`src/rtl/inert_rd_sequencer_pkg.sv`:
```
// Shared definitions for the inertial read sequencer and the integrator:
// FSM state encoding and the IMU SPI command words.
package inert_pkg;

  typedef enum logic [3:0] {
    PWRUP,
    CFG0,
    CFG1,
    CFG2,
    CFG3,
    IDLE,
    RD_PL,
    RD_PH,
    RD_AL,
    RD_AH,
    VLD
  } state_t;

  // Configuration writes, issued in this order after power-up
  localparam logic [15:0] CMD_CFG_INT = 16'h0D02;
  localparam logic [15:0] CMD_CFG_ACC = 16'h1053;
  localparam logic [15:0] CMD_CFG_GYR = 16'h1150;
  localparam logic [15:0] CMD_CFG_RND = 16'h1460;

  // Reads set bit 15; the low byte is a don't-care driven to zero
  localparam logic [15:0] CMD_RD_PL = 16'hA200;
  localparam logic [15:0] CMD_RD_PH = 16'hA300;
  localparam logic [15:0] CMD_RD_AL = 16'hAC00;
  localparam logic [15:0] CMD_RD_AH = 16'hAD00;

  // Gyro zero-rate bias removed by the integrator
  localparam logic signed [15:0] PTCH_RT_OFFSET = 16'sh0032;

endpackage

```
`src/rtl/inert_rd_sequencer_if.sv`:
```
// SPI master handshake: master = command issuer (sequencer), slave = SPI engine.
interface inert_rd_sequencer_if;

  logic        wrt;
  logic [15:0] cmd;
  logic        done;
  logic [15:0] rd_data;

  modport master (output wrt, output cmd, input done, input rd_data);
  modport slave  (input wrt, input cmd, output done, output rd_data);

endinterface

```
`src/rtl/inert_int_sync.sv`:
```
// Synchronizes the IMU data-ready interrupt, detects its rising edge and keeps
// a one-deep pending request for edges that arrive while the sequencer is busy.
module inert_int_sync (
  input  logic clk,
  input  logic rst,
  input  logic int_async,
  input  logic idle,
  output logic req
);

  logic int_ff1, int_ff2, int_ff3;
  logic rise;
  logic pending;

  always_ff @(posedge clk or posedge rst) begin
    if (rst) begin
      int_ff1 <= 1'b0;
      int_ff2 <= 1'b0;
      int_ff3 <= 1'b0;
    end else begin
      int_ff1 <= int_async;
      int_ff2 <= int_ff1;
      int_ff3 <= int_ff2;
    end
  end

  assign rise = int_ff2 & ~int_ff3;

  // IDLE always consumes the request, so pending only survives outside IDLE
  always_ff @(posedge clk or posedge rst) begin
    if (rst)
      pending <= 1'b0;
    else if (idle)
      pending <= 1'b0;
    else if (rise)
      pending <= 1'b1;
  end

  assign req = rise | pending;

endmodule

```
`src/rtl/inert_rd_sequencer.sv`:
```
// Power-up wait, IMU configuration and per-interrupt four-byte read burst;
// presents a coherent signed pitch-rate / Z-accel pair with a vld pulse.
module inert_rd_sequencer #(
  parameter int PWRUP_BITS = 16,
  parameter bit FAST_SIM   = 1'b0
) (
  input  logic                 clk,
  input  logic                 rst,
  input  logic                 INT,
  inert_rd_sequencer_if.master spi,
  output logic [15:0]          ptch_rt,
  output logic [15:0]          AZ,
  output logic                 vld
);

  import inert_pkg::*;

  localparam int CNT_W = FAST_SIM ? 6 : PWRUP_BITS;

  state_t           state, state_nxt;
  logic [CNT_W-1:0] cnt;
  logic             wrt_q, wrt_nxt;
  logic [15:0]      cmd_q, cmd_nxt;
  logic [7:0]       ptch_lo, ptch_hi, az_lo;
  logic             req;
  logic [7:0]       unused_rd_hi;

  inert_int_sync u_int_sync (
    .clk       (clk),
    .rst       (rst),
    .int_async (INT),
    .idle      (state == IDLE),
    .req       (req)
  );

  always_ff @(posedge clk or posedge rst) begin
    if (rst) begin
      state <= PWRUP;
      cnt   <= '0;
      wrt_q <= 1'b0;
      cmd_q <= 16'h0000;
    end else begin
      state <= state_nxt;
      cnt   <= (state == PWRUP) ? cnt + 1'b1 : '0;
      wrt_q <= wrt_nxt;
      cmd_q <= cmd_nxt;
    end
  end

  // wrt/cmd are registered, so each wrt lands one cycle after the decision
  always_comb begin
    state_nxt = state;
    wrt_nxt   = 1'b0;
    cmd_nxt   = cmd_q;
    case (state)
      PWRUP: if (&cnt) begin wrt_nxt = 1'b1; cmd_nxt = CMD_CFG_INT; state_nxt = CFG0; end
      CFG0:  if (spi.done) begin wrt_nxt = 1'b1; cmd_nxt = CMD_CFG_ACC; state_nxt = CFG1; end
      CFG1:  if (spi.done) begin wrt_nxt = 1'b1; cmd_nxt = CMD_CFG_GYR; state_nxt = CFG2; end
      CFG2:  if (spi.done) begin wrt_nxt = 1'b1; cmd_nxt = CMD_CFG_RND; state_nxt = CFG3; end
      CFG3:  if (spi.done) state_nxt = IDLE;
      IDLE:  if (req) begin wrt_nxt = 1'b1; cmd_nxt = CMD_RD_PL; state_nxt = RD_PL; end
      RD_PL: if (spi.done) begin wrt_nxt = 1'b1; cmd_nxt = CMD_RD_PH; state_nxt = RD_PH; end
      RD_PH: if (spi.done) begin wrt_nxt = 1'b1; cmd_nxt = CMD_RD_AL; state_nxt = RD_AL; end
      RD_AL: if (spi.done) begin wrt_nxt = 1'b1; cmd_nxt = CMD_RD_AH; state_nxt = RD_AH; end
      RD_AH: if (spi.done) state_nxt = VLD;
      VLD:   state_nxt = IDLE;
      default: state_nxt = PWRUP;
    endcase
  end

  // The last byte goes straight into AZ so both outputs switch on the same
  // edge that enters VLD; nothing visible changes mid-burst.
  always_ff @(posedge clk or posedge rst) begin
    if (rst) begin
      ptch_lo <= 8'h00;
      ptch_hi <= 8'h00;
      az_lo   <= 8'h00;
      ptch_rt <= 16'h0000;
      AZ      <= 16'h0000;
    end else if (spi.done) begin
      case (state)
        RD_PL: ptch_lo <= spi.rd_data[7:0];
        RD_PH: ptch_hi <= spi.rd_data[7:0];
        RD_AL: az_lo   <= spi.rd_data[7:0];
        RD_AH: begin
          ptch_rt <= {ptch_hi, ptch_lo};
          AZ      <= {spi.rd_data[7:0], az_lo};
        end
        default: ;
      endcase
    end
  end

  assign vld          = (state == VLD);
  assign spi.wrt      = wrt_q;
  assign spi.cmd      = cmd_q;
  assign unused_rd_hi = spi.rd_data[15:8];

endmodule
```
`src/flat_wrapper.sv`:
```
// flat-port wrapper written by rule: the top's interface ports become plain ports
module inert_rd_sequencer_flat import inert_pkg::*;
#(
  parameter int PWRUP_BITS = 16,
  parameter bit FAST_SIM   = 1'b0
)
  (clk, rst, INT, ptch_rt, AZ, vld, spi_wrt, spi_cmd, spi_done, spi_rd_data);
  inert_rd_sequencer_if spi_i ();
  input  logic clk;
  input  logic rst;
  input  logic INT;
  output logic [15:0] ptch_rt;
  output logic [15:0] AZ;
  output logic vld;
  output wire logic [$bits(spi_i.wrt)-1:0] spi_wrt;
  output wire logic [$bits(spi_i.cmd)-1:0] spi_cmd;
  input wire logic [$bits(spi_i.done)-1:0] spi_done;
  input wire logic [$bits(spi_i.rd_data)-1:0] spi_rd_data;
  assign spi_wrt = spi_i.wrt;
  assign spi_cmd = spi_i.cmd;
  assign spi_i.done = spi_done;
  assign spi_i.rd_data = spi_rd_data;
  inert_rd_sequencer #(.PWRUP_BITS(PWRUP_BITS), .FAST_SIM(FAST_SIM)) u_core (.clk(clk), .rst(rst), .INT(INT), .spi(spi_i), .ptch_rt(ptch_rt), .AZ(AZ), .vld(vld));
endmodule
```
`config.mk`:
```
export PLATFORM = sky130hd
export DESIGN_NAME = inert_rd_sequencer_flat
export DESIGN_NICKNAME = d
export VERILOG_FILES = /design/src/rtl/inert_rd_sequencer_pkg.sv /design/src/rtl/inert_rd_sequencer_if.sv /design/src/rtl/inert_int_sync.sv /design/src/rtl/inert_rd_sequencer.sv /design/src/flat_wrapper.sv
export SDC_FILE = /design/constraint.sdc
export NUM_CORES = 1
export LEC_CHECK = 0
export CORE_UTILIZATION = 35
export DETAILED_ROUTE_END_ITERATION = 12
export GPL_TIMING_DRIVEN = 0
export HOLD_SLACK_MARGIN = 0.02
export PLACE_DENSITY = 0.7
export RECOVER_POWER = 50
export SYNTH_ARGS = -nofsm -noshare
export SYNTH_HDL_FRONTEND = slang
export SYNTH_SLANG_ARGS = --single-unit
```
`constraint.sdc`:
```
create_clock -name clk -period 3.4 [get_ports clk]
set_input_delay 0.85 -clock clk [delete_from_list [all_inputs] [get_ports clk]]
set_output_delay 0.85 -clock clk [all_outputs]
set_load 0.1 [all_outputs]
```
==> key figures, run 1 <==
Synth
  • Synth Area in Compound Gates: 3.42%
  • Post-synth cell types: 43
  • Seq/Total Area, Yosys: 58.1%
  • Synth Cell Area: 3920 µm²
  • Post-synth EDFFs: 0
  • Post-synth top flop: dfrtp_1
  • Simple-gate share of the synthesized area: 11.6%
  • Post-Synth Adder-Cell Area: 0.319%
  • Mux contribution to synthesized area: 20.8%
  • Post-Syn Instances: 293
  • Average size of a mapped cell: 13.4 µm²
  • Async SR Flop Fraction: 100%
  • Yosys warns: 0
  • Main combinational cell family by area after synthesis: multiplexers
  • Synthesized-area fraction occupied by xor and xnor cells: 2.68%
  • Synth Register Bits: 91

Clock network
  • Clock latency on the worst-skew pair: 0.36 ns
  • Longest Clk Path Bufs: 2
  • CTS Buf Count: 9
  • CTS tree: built
  • Setup Buffers After CTS: 0
  • Clock sink count: 91
  • Reg clk slew, reported paths: 0.10 ns
  • Root buf cell: clkbuf_8
  • H-tree levels: 3

Worst setup path
  • Flop2flop setup slack: 0.98 ns
  • Worst path bufs/invs: 2
  • CP endpoint kind: primary output
  • Worst Setup Start Kind: flip-flop
  • Critical Path Slowest Stage Cell: dlygate4sd2_1
  • Largest stage delay on the critical path: 0.87 ns
  • CP Depth: 4
  • R2R Path End: u_core.spi.cmd[13]$_DFFE_PP0P_
  • Critical Path Sink: vld
  • Worst Path Required: 2.55 ns
  • R2R depth: 6
  • Worst Setup SP: u_core.state[0]$_DFFE_PP0P_
  • CP Max Fanout: 10
  • Worst path cell trace: clkbuf_1 -> nand2b_1 -> nor2_1 -> dlygate4sd2_1
  • Crit path kind: reg -> out
  • FF-to-FF Start: u_core.cnt[0]$_DFF_PP0_
  • Critical path arrival: 2.37 ns
  • CP delay by family, top: buffers and inverters

Run
  • MaxCap Viol Count: 1

Placement
  • Pre-CTS setup slack: 0.302 ns
  • Placed insts: 494
  • # port buffers: 57
  • Routability congestion estimate: 0.810
  • DP Area: 4710 µm²
  • Detailed placer's ending HPWL: 5210 µm

Die
  • Core area: 10900 µm²
  • Initial Utilization: 36.0%
  • FP Rows: 38
  • DIE HEIGHT: 108 µm
  • Die width: 108 µm
  • Die footprint: 11600 µm²
  • I/O pins: 70

Route
  • Via count: 2466
  • Post-DRT Antenna Nets: 0
  • Routed wire per std cell: 14.8 µm
  • DR vias/cell: 4.84
  • Drc violations: 0
  • WL final: 7520 µm
  • DR pass1 iterations: 5
  • Initial drt markers: 75

STA
  • Min Hold Slack: 0.363 ns
  • Clock skew: 0.0125 ns
  • Setup Viol. Count Final: 0
  • Final Hold Viols: 0
  • Tcrit/Tclk final: 94.9%
  • Setup TNS: 0 ns
  • Min Tclk post-route: 3.22 ns
  • Setup slack after layout: 0.175 ns
  • Max_slew headroom: -1.10%
  • Worst-margin pin slew: 1.51 ns
  • Slew Limit Fails: 35
  • Unrepaired setup endpoints after global routing: false
  • FMAX: 310 MHz

Power and ir drop
  • Tot Pwr: 1.96 mW
  • Maximum VDD drop: 300 µV
  • Power Dens Cells: 401 nW/µm²
  • Leakage: 2.30 nW

Hold path
  • Hold/Removal Path Class: reg -> reg

Cells and area
  • Non-Filler Instances: 509
  • Fraction of layout cells with a size suffix above 1: 27.6%
  • Register area: 2280 µm²
  • Fin area: 4880 µm²
  • Area of the multi-input gates: 1520 µm²
  • Area growth syn-to-layout: 24.6%
  • Fin nets: 386
  • Number of diodes: 0
  • Fillcell total: 1015
  • Post-layout util: 44.8%

Status
  • Failing checks: capacitance limit, slew limit
  • Outcome: finished, violations left

GRT
  • GRT overflow: 0
  • First-pass GRT wire length: 12700 µm
  • Initial antenna violation count: 0
  • Vias in the first global route: 2635
  • Total GRT Usage: 14.3%
  • Largest net degree at the start of global routing: 59
==> sequential cells by signal (all words and copies together) (netlist names), 4 cells and up <==
signal and cells:
u_core.state 4, u_core.spi.cmd 10, u_core.ptch_hi 8, u_core.az_lo 8
u_core.ptch_lo 8, u_core.ptch_rt 16, u_core.cnt 16, u_core.AZ 16
==> worst register-to-register path, stage by stage, from the launching register on <==
cell	delay, ns
dfrtp_1	0.40
ha_1	0.23
nand4_1	0.23
o41ai_4	0.39
nand4_1	0.37
nor2_8	0.35
mux2_4	0.33
==> placed cells by master, fill, tap and decap left out, types with 3 or more instances in the layout <==
master and instances:
a21oi_1 5, and3_1 7, buf_2 4, buf_4 6, clkbuf_1 8, clkbuf_8 9
clkdlybuf4s50_1 53, conb_1 4, dfrtp_1 91, dlygate4sd3_1 3, mux2_2 56, mux2_4 11
nand2_1 8, nand2b_1 5, nand3_1 5, nand4_1 8, nor2_1 25, nor2b_1 5
nor3_1 3, o21ai_0 4, or3_1 3, xnor2_1 3, xor2_1 9
==> cell families (layout without fill, tap and decap cells) <==
logic type / Yosys count / after routing
AOI/OAI and AO/OA: 17 / 17
xor gates and xnor gates: 12 / 12
adders and majority gates: 1 / 1
buffers and inverters: 21 / 94
DFF: 91 / 91
muxes: 69 / 69
other: 1 / 4
and+or+nand+nor: 81 / 81
==> metal layers <==
| layer | GRT usage [%] | wire length, µm | share of wire (%) | up-vias |
|---|---|---|---|---|
| li1 | - | - | - | 1152 |
| met1 | 17.9 | 3230 | 43 | 1236 |
| met2 | 23.1 | 3650 | 49 | 69 |
| met3 | 5.81 | 576 | 7.7 | 9 |
| met4 | 3.33 | 70 | 0.93 | 0 |
| met5 | 0 | 0 | 0 | - |
==> where the power goes <==
| group | internal (mW) | leakage (nW) | total, mW | switching (mW) |
|---|---|---|---|---|
| clock | 0.420 | 0.108 | 0.811 | 0.391 |
| combinational | 0.0155 | 0.955 | 0.0624 | 0.0469 |
| sequential | 1.08 | 1.24 | 1.08 | 0.000574 |
==> cells in the mapped netlist, types with 2 or more instances <==
cell type  number  share of area, %
dfrtp_1        91                58
mux2_2         56                16
nor2_1         25               2.4
mux2_4         11               4.2
xor2_1          9               2.0
clkbuf_1        8              0.77
nand2_1         8              0.77
and3_1          7               1.1
buf_4           6               1.1
nand4_1         6              0.96
a21oi_1         5              0.64
nand2b_1        5              0.80
nand3_1         5              0.64
nor2b_1         5              0.80
buf_2           4              0.51
o21ai_0         4              0.51
and2_1          3              0.48
nor3_1          3              0.38
or3_1           3              0.48
xnor2_1         3              0.67
inv_1           2              0.19
nor2_2          2              0.32
o22ai_1         2              0.32
==> cell type report <==
cell class	instances	share of cell area [%]
Clock inverter	6	1.97
Tap cell	140	3.59
Sequential cell	91	46.6
Clock buffer	9	2.54
Timing Repair Buffer	58	11.8
Inverter	2	0.179
Buffer	19	2.18
Multi-Input combinational cell	184	31.1
==> timing repair <==
item / in CTS / in global routing
resized for setup: 1 / 0
endpoints found under the setup margin: 1 / 0
hold buffers: 0 / 0
==> how the worst min path moves through the flow <==
stage | start | slack [ns] | end | cells after the start
after global placement | u_core.u_int_sync.int_ff1$_DFF_PP0_ | 0.34 | u_core.u_int_sync.int_ff2$_DFF_PP0_ | 0
final | u_core.u_int_sync.int_ff1$_DFF_PP0_ | 0.36 | u_core.u_int_sync.int_ff2$_DFF_PP0_ | 0
after CTS | u_core.u_int_sync.int_ff1$_DFF_PP0_ | 0.37 | u_core.u_int_sync.int_ff2$_DFF_PP0_ | 0
after floorplan | u_core.u_int_sync.int_ff1$_DFF_PP0_ | 0.33 | u_core.u_int_sync.int_ff2$_DFF_PP0_ | 0
after detailed placement | u_core.u_int_sync.int_ff1$_DFF_PP0_ | 0.35 | u_core.u_int_sync.int_ff2$_DFF_PP0_ | 0
after global routing | u_core.u_int_sync.int_ff1$_DFF_PP0_ | 0.37 | u_core.u_int_sync.int_ff2$_DFF_PP0_ | 0
Power figures use the tool's default switching activity.
==> inputs of run 2 (changes only) <==
--- a/config.mk
+++ b/config.mk
@@ -5,6 +5,7 @@
 export SDC_FILE = /design/constraint.sdc
 export NUM_CORES = 1
 export LEC_CHECK = 0
+export CORE_MARGIN = 8
 export CORE_UTILIZATION = 35
 export DETAILED_ROUTE_END_ITERATION = 12
 export GPL_TIMING_DRIVEN = 0
==> constraint.sdc (replaced) <==
create_clock -name clk -period 3.4 [get_ports clk]
set_input_delay 0.34 -clock clk [delete_from_list [all_inputs] [get_ports clk]]
set_output_delay 0.34 -clock clk [all_outputs]
set_load 0.1 [all_outputs]
==> key figures, run 2 (synthesized netlist as in run 1, its figures left out) <==
Status
  • Outcome: finished, violations left
  • Failing checks: capacitance limit, slew limit

Clock network
  • Clock sink count: 91
  • Post_cts resized: 0
  • H-tree levels: 3
  • CTS tree: built
  • Hold buffer count at cts: 0
  • Root buf cell: clkbuf_8
  • CTS Buf Count: 9
  • Clock latency on the worst-skew pair: 0.36 ns
  • Reg clk slew, reported paths: 0.09 ns
  • Setup Buffers After CTS: 0
  • Longest Clk Path Bufs: 2

Cells and area
  • Number of diodes: 0
  • Most frequent cells in the layout: dfrtp_1, mux2_2, clkdlybuf4s50_1, nor2_1, mux2_4
  • Most common cell after layout, fill and taps aside: dfrtp_1
  • Fin nets: 386
  • Area growth syn-to-layout: 24.9%
  • Fillcell total: 1026
  • Biggest regs: u_core.AZ: 16 flops, u_core.cnt: 16 flops, u_core.ptch_rt: 16 flops
  • Fraction of layout cells with a size suffix above 1: 28.1%

Route
  • Initial drt markers: 66
  • WL final: 8210 µm
  • DR vias/cell: 4.83
  • Via count: 2464
  • DR pass1 iterations: 4
  • Drc violations: 0
  • Routed wire per std cell: 16.1 µm
  • Post-DRT Antenna Nets: 0

Worst setup path
  • Worst path bufs/invs: 2
  • R2R Path End: u_core.spi.cmd[5]$_DFFE_PP0P_
  • Flop2flop setup slack: 0.69 ns
  • Critical Path Sink: vld
  • R2R depth: 6
  • Worst Setup SP: u_core.state[0]$_DFFE_PP0P_
  • Critical path arrival: 2.67 ns
  • Worst Setup Start Kind: flip-flop
  • CP delay by family, top: buffers and inverters
  • Worst path cell trace: clkbuf_1 -> nand2b_1 -> nor2_1 -> clkdlybuf4s50_1
  • Critical Path Slowest Stage Cell: clkdlybuf4s50_1
  • Worst Path Required: 3.06 ns
  • FF-to-FF Start: u_core.cnt[0]$_DFF_PP0_
  • CP Depth: 4
  • CP Max Fanout: 10
  • CP endpoint kind: primary output
  • Largest stage delay on the critical path: 1.17 ns
  • Crit path kind: reg -> out

Power and ir drop
  • Sw Ratio: 24.1%
  • Maximum VDD drop: 214 µV
  • Tot Pwr: 1.92 mW
  • Comb pwr share: 3.5%
  • Power Dens Cells: 392 nW/µm²
  • Int Pwr: 1.46 mW
  • P_sw: 0.462 mW
  • Leakage: 2.31 nW
  • Flop pwr share: 56.5%
  • Clock share of power: 40.0%

GRT
  • Initial antenna violation count: 0
  • GRT overflow: 0
  • Largest net degree at the start of global routing: 59
  • First-pass GRT wire length: 13600 µm
  • Vias in the first global route: 2687
  • Total GRT Usage: 11.6%

Hold path
  • Hold Path Depth: 0
  • Hold/Removal Path Class: reg -> reg

STA
  • Tcrit/Tclk final: 88.4%
  • FMAX: 333 MHz
  • Final Hold Viols: 0
  • Slew Limit Fails: 34
  • Setup Viol. Count Final: 0
  • Setup slack after layout: 0.394 ns
  • Min Tclk post-route: 3.01 ns
  • Worst-margin pin slew: 1.61 ns
  • Clock skew: 0.00863 ns
  • Max_slew headroom: -8.24%
  • Unrepaired setup endpoints after global routing: false

Die
  • FP Rows: 38
  • Core area: 10900 µm²
  • I/O pins: 70
  • Die footprint: 14800 µm²
  • Initial Utilization: 36.0%
  • DIE HEIGHT: 122 µm
  • Die width: 122 µm

Placement
  • Routability congestion estimate: 0.792
  • Pre-CTS setup slack: 0.809 ns
  • Detailed placer's ending HPWL: 5760 µm
  • # port buffers: 57

Run
  • MaxCap Viol Count: 1
==> run 2: worst register-to-register path, cell delays in order (launching register included) <==
cell and delay, ns:
dfrtp_1 0.40, ha_1 0.26, nand4_2 0.17, o41ai_4 0.41, nand4_4 0.17, nor2_1 0.84
mux2_4 0.35
==> run 2: power by group through the flow <==
stage / combinational (mW) / clock (mW) / sequential (mW)
after floorplan: 0.0400 / 0 / 1.11
after global placement: 0.0634 / 0 / 1.11
after detailed placement: 0.0693 / 0 / 1.11
after CTS: 0.0693 / 0.794 / 1.08
after global routing: 0.0743 / 0.832 / 1.08
final: 0.0673 / 0.767 / 1.08
==> run 2: layout make-up <==
class | count | area (µm²) | share of cell area [%]
well taps | 140 | 175 | 3.58
plain buffers | 19 | 106 | 2.17
multi-input cells | 184 | 1520 | 31.1
repair buffers | 58 | 598 | 12.2
flip-flops and latches | 91 | 2280 | 46.5
clock buffers | 9 | 124 | 2.53
clock inverters | 7 | 82.6 | 1.69
inverters | 2 | 8.76 | 0.179
==> run 2: per-stage QoR <==
stage	instance area (µm²)	hold WS (ns)	cells	utilization, %	setup TNS (ns)
6_report	4890	0.369	510	45.0	0
5_1_grt	4890	0.380	510	45.0	0
4_1_cts	4910	0.354	510	45.1	0
3_5_place_dp	4710	0.354	494	43.2	0
3_3_place_gp	4680	0.342	493	42.9	-56.49
2_1_floorplan	3930	0.331	296	-	0
==> run 2: worst min path at each step <==
stage                                         from                             endpoint
5_1_grt        u_core.u_int_sync.int_ff2$_DFF_PP0_  u_core.u_int_sync.int_ff3$_DFF_PP0_
3_5_place_dp   u_core.u_int_sync.int_ff1$_DFF_PP0_  u_core.u_int_sync.int_ff2$_DFF_PP0_
4_1_cts                                        rst             u_core.spi.wrt$_DFF_PP0_
3_3_place_gp   u_core.u_int_sync.int_ff1$_DFF_PP0_  u_core.u_int_sync.int_ff2$_DFF_PP0_
6_report       u_core.u_int_sync.int_ff1$_DFF_PP0_  u_core.u_int_sync.int_ff2$_DFF_PP0_
2_1_floorplan  u_core.u_int_sync.int_ff1$_DFF_PP0_  u_core.u_int_sync.int_ff2$_DFF_PP0_
==> run 2: routing by layer <==
metal	share of wire, %	up-vias	track usage (%)
met3	7.3	11	4.21
met4	1.3	0	4.47
met2	48	56	18.4
li1	-	1154	-
met5	0	-	0
met1	43	1243	14.1
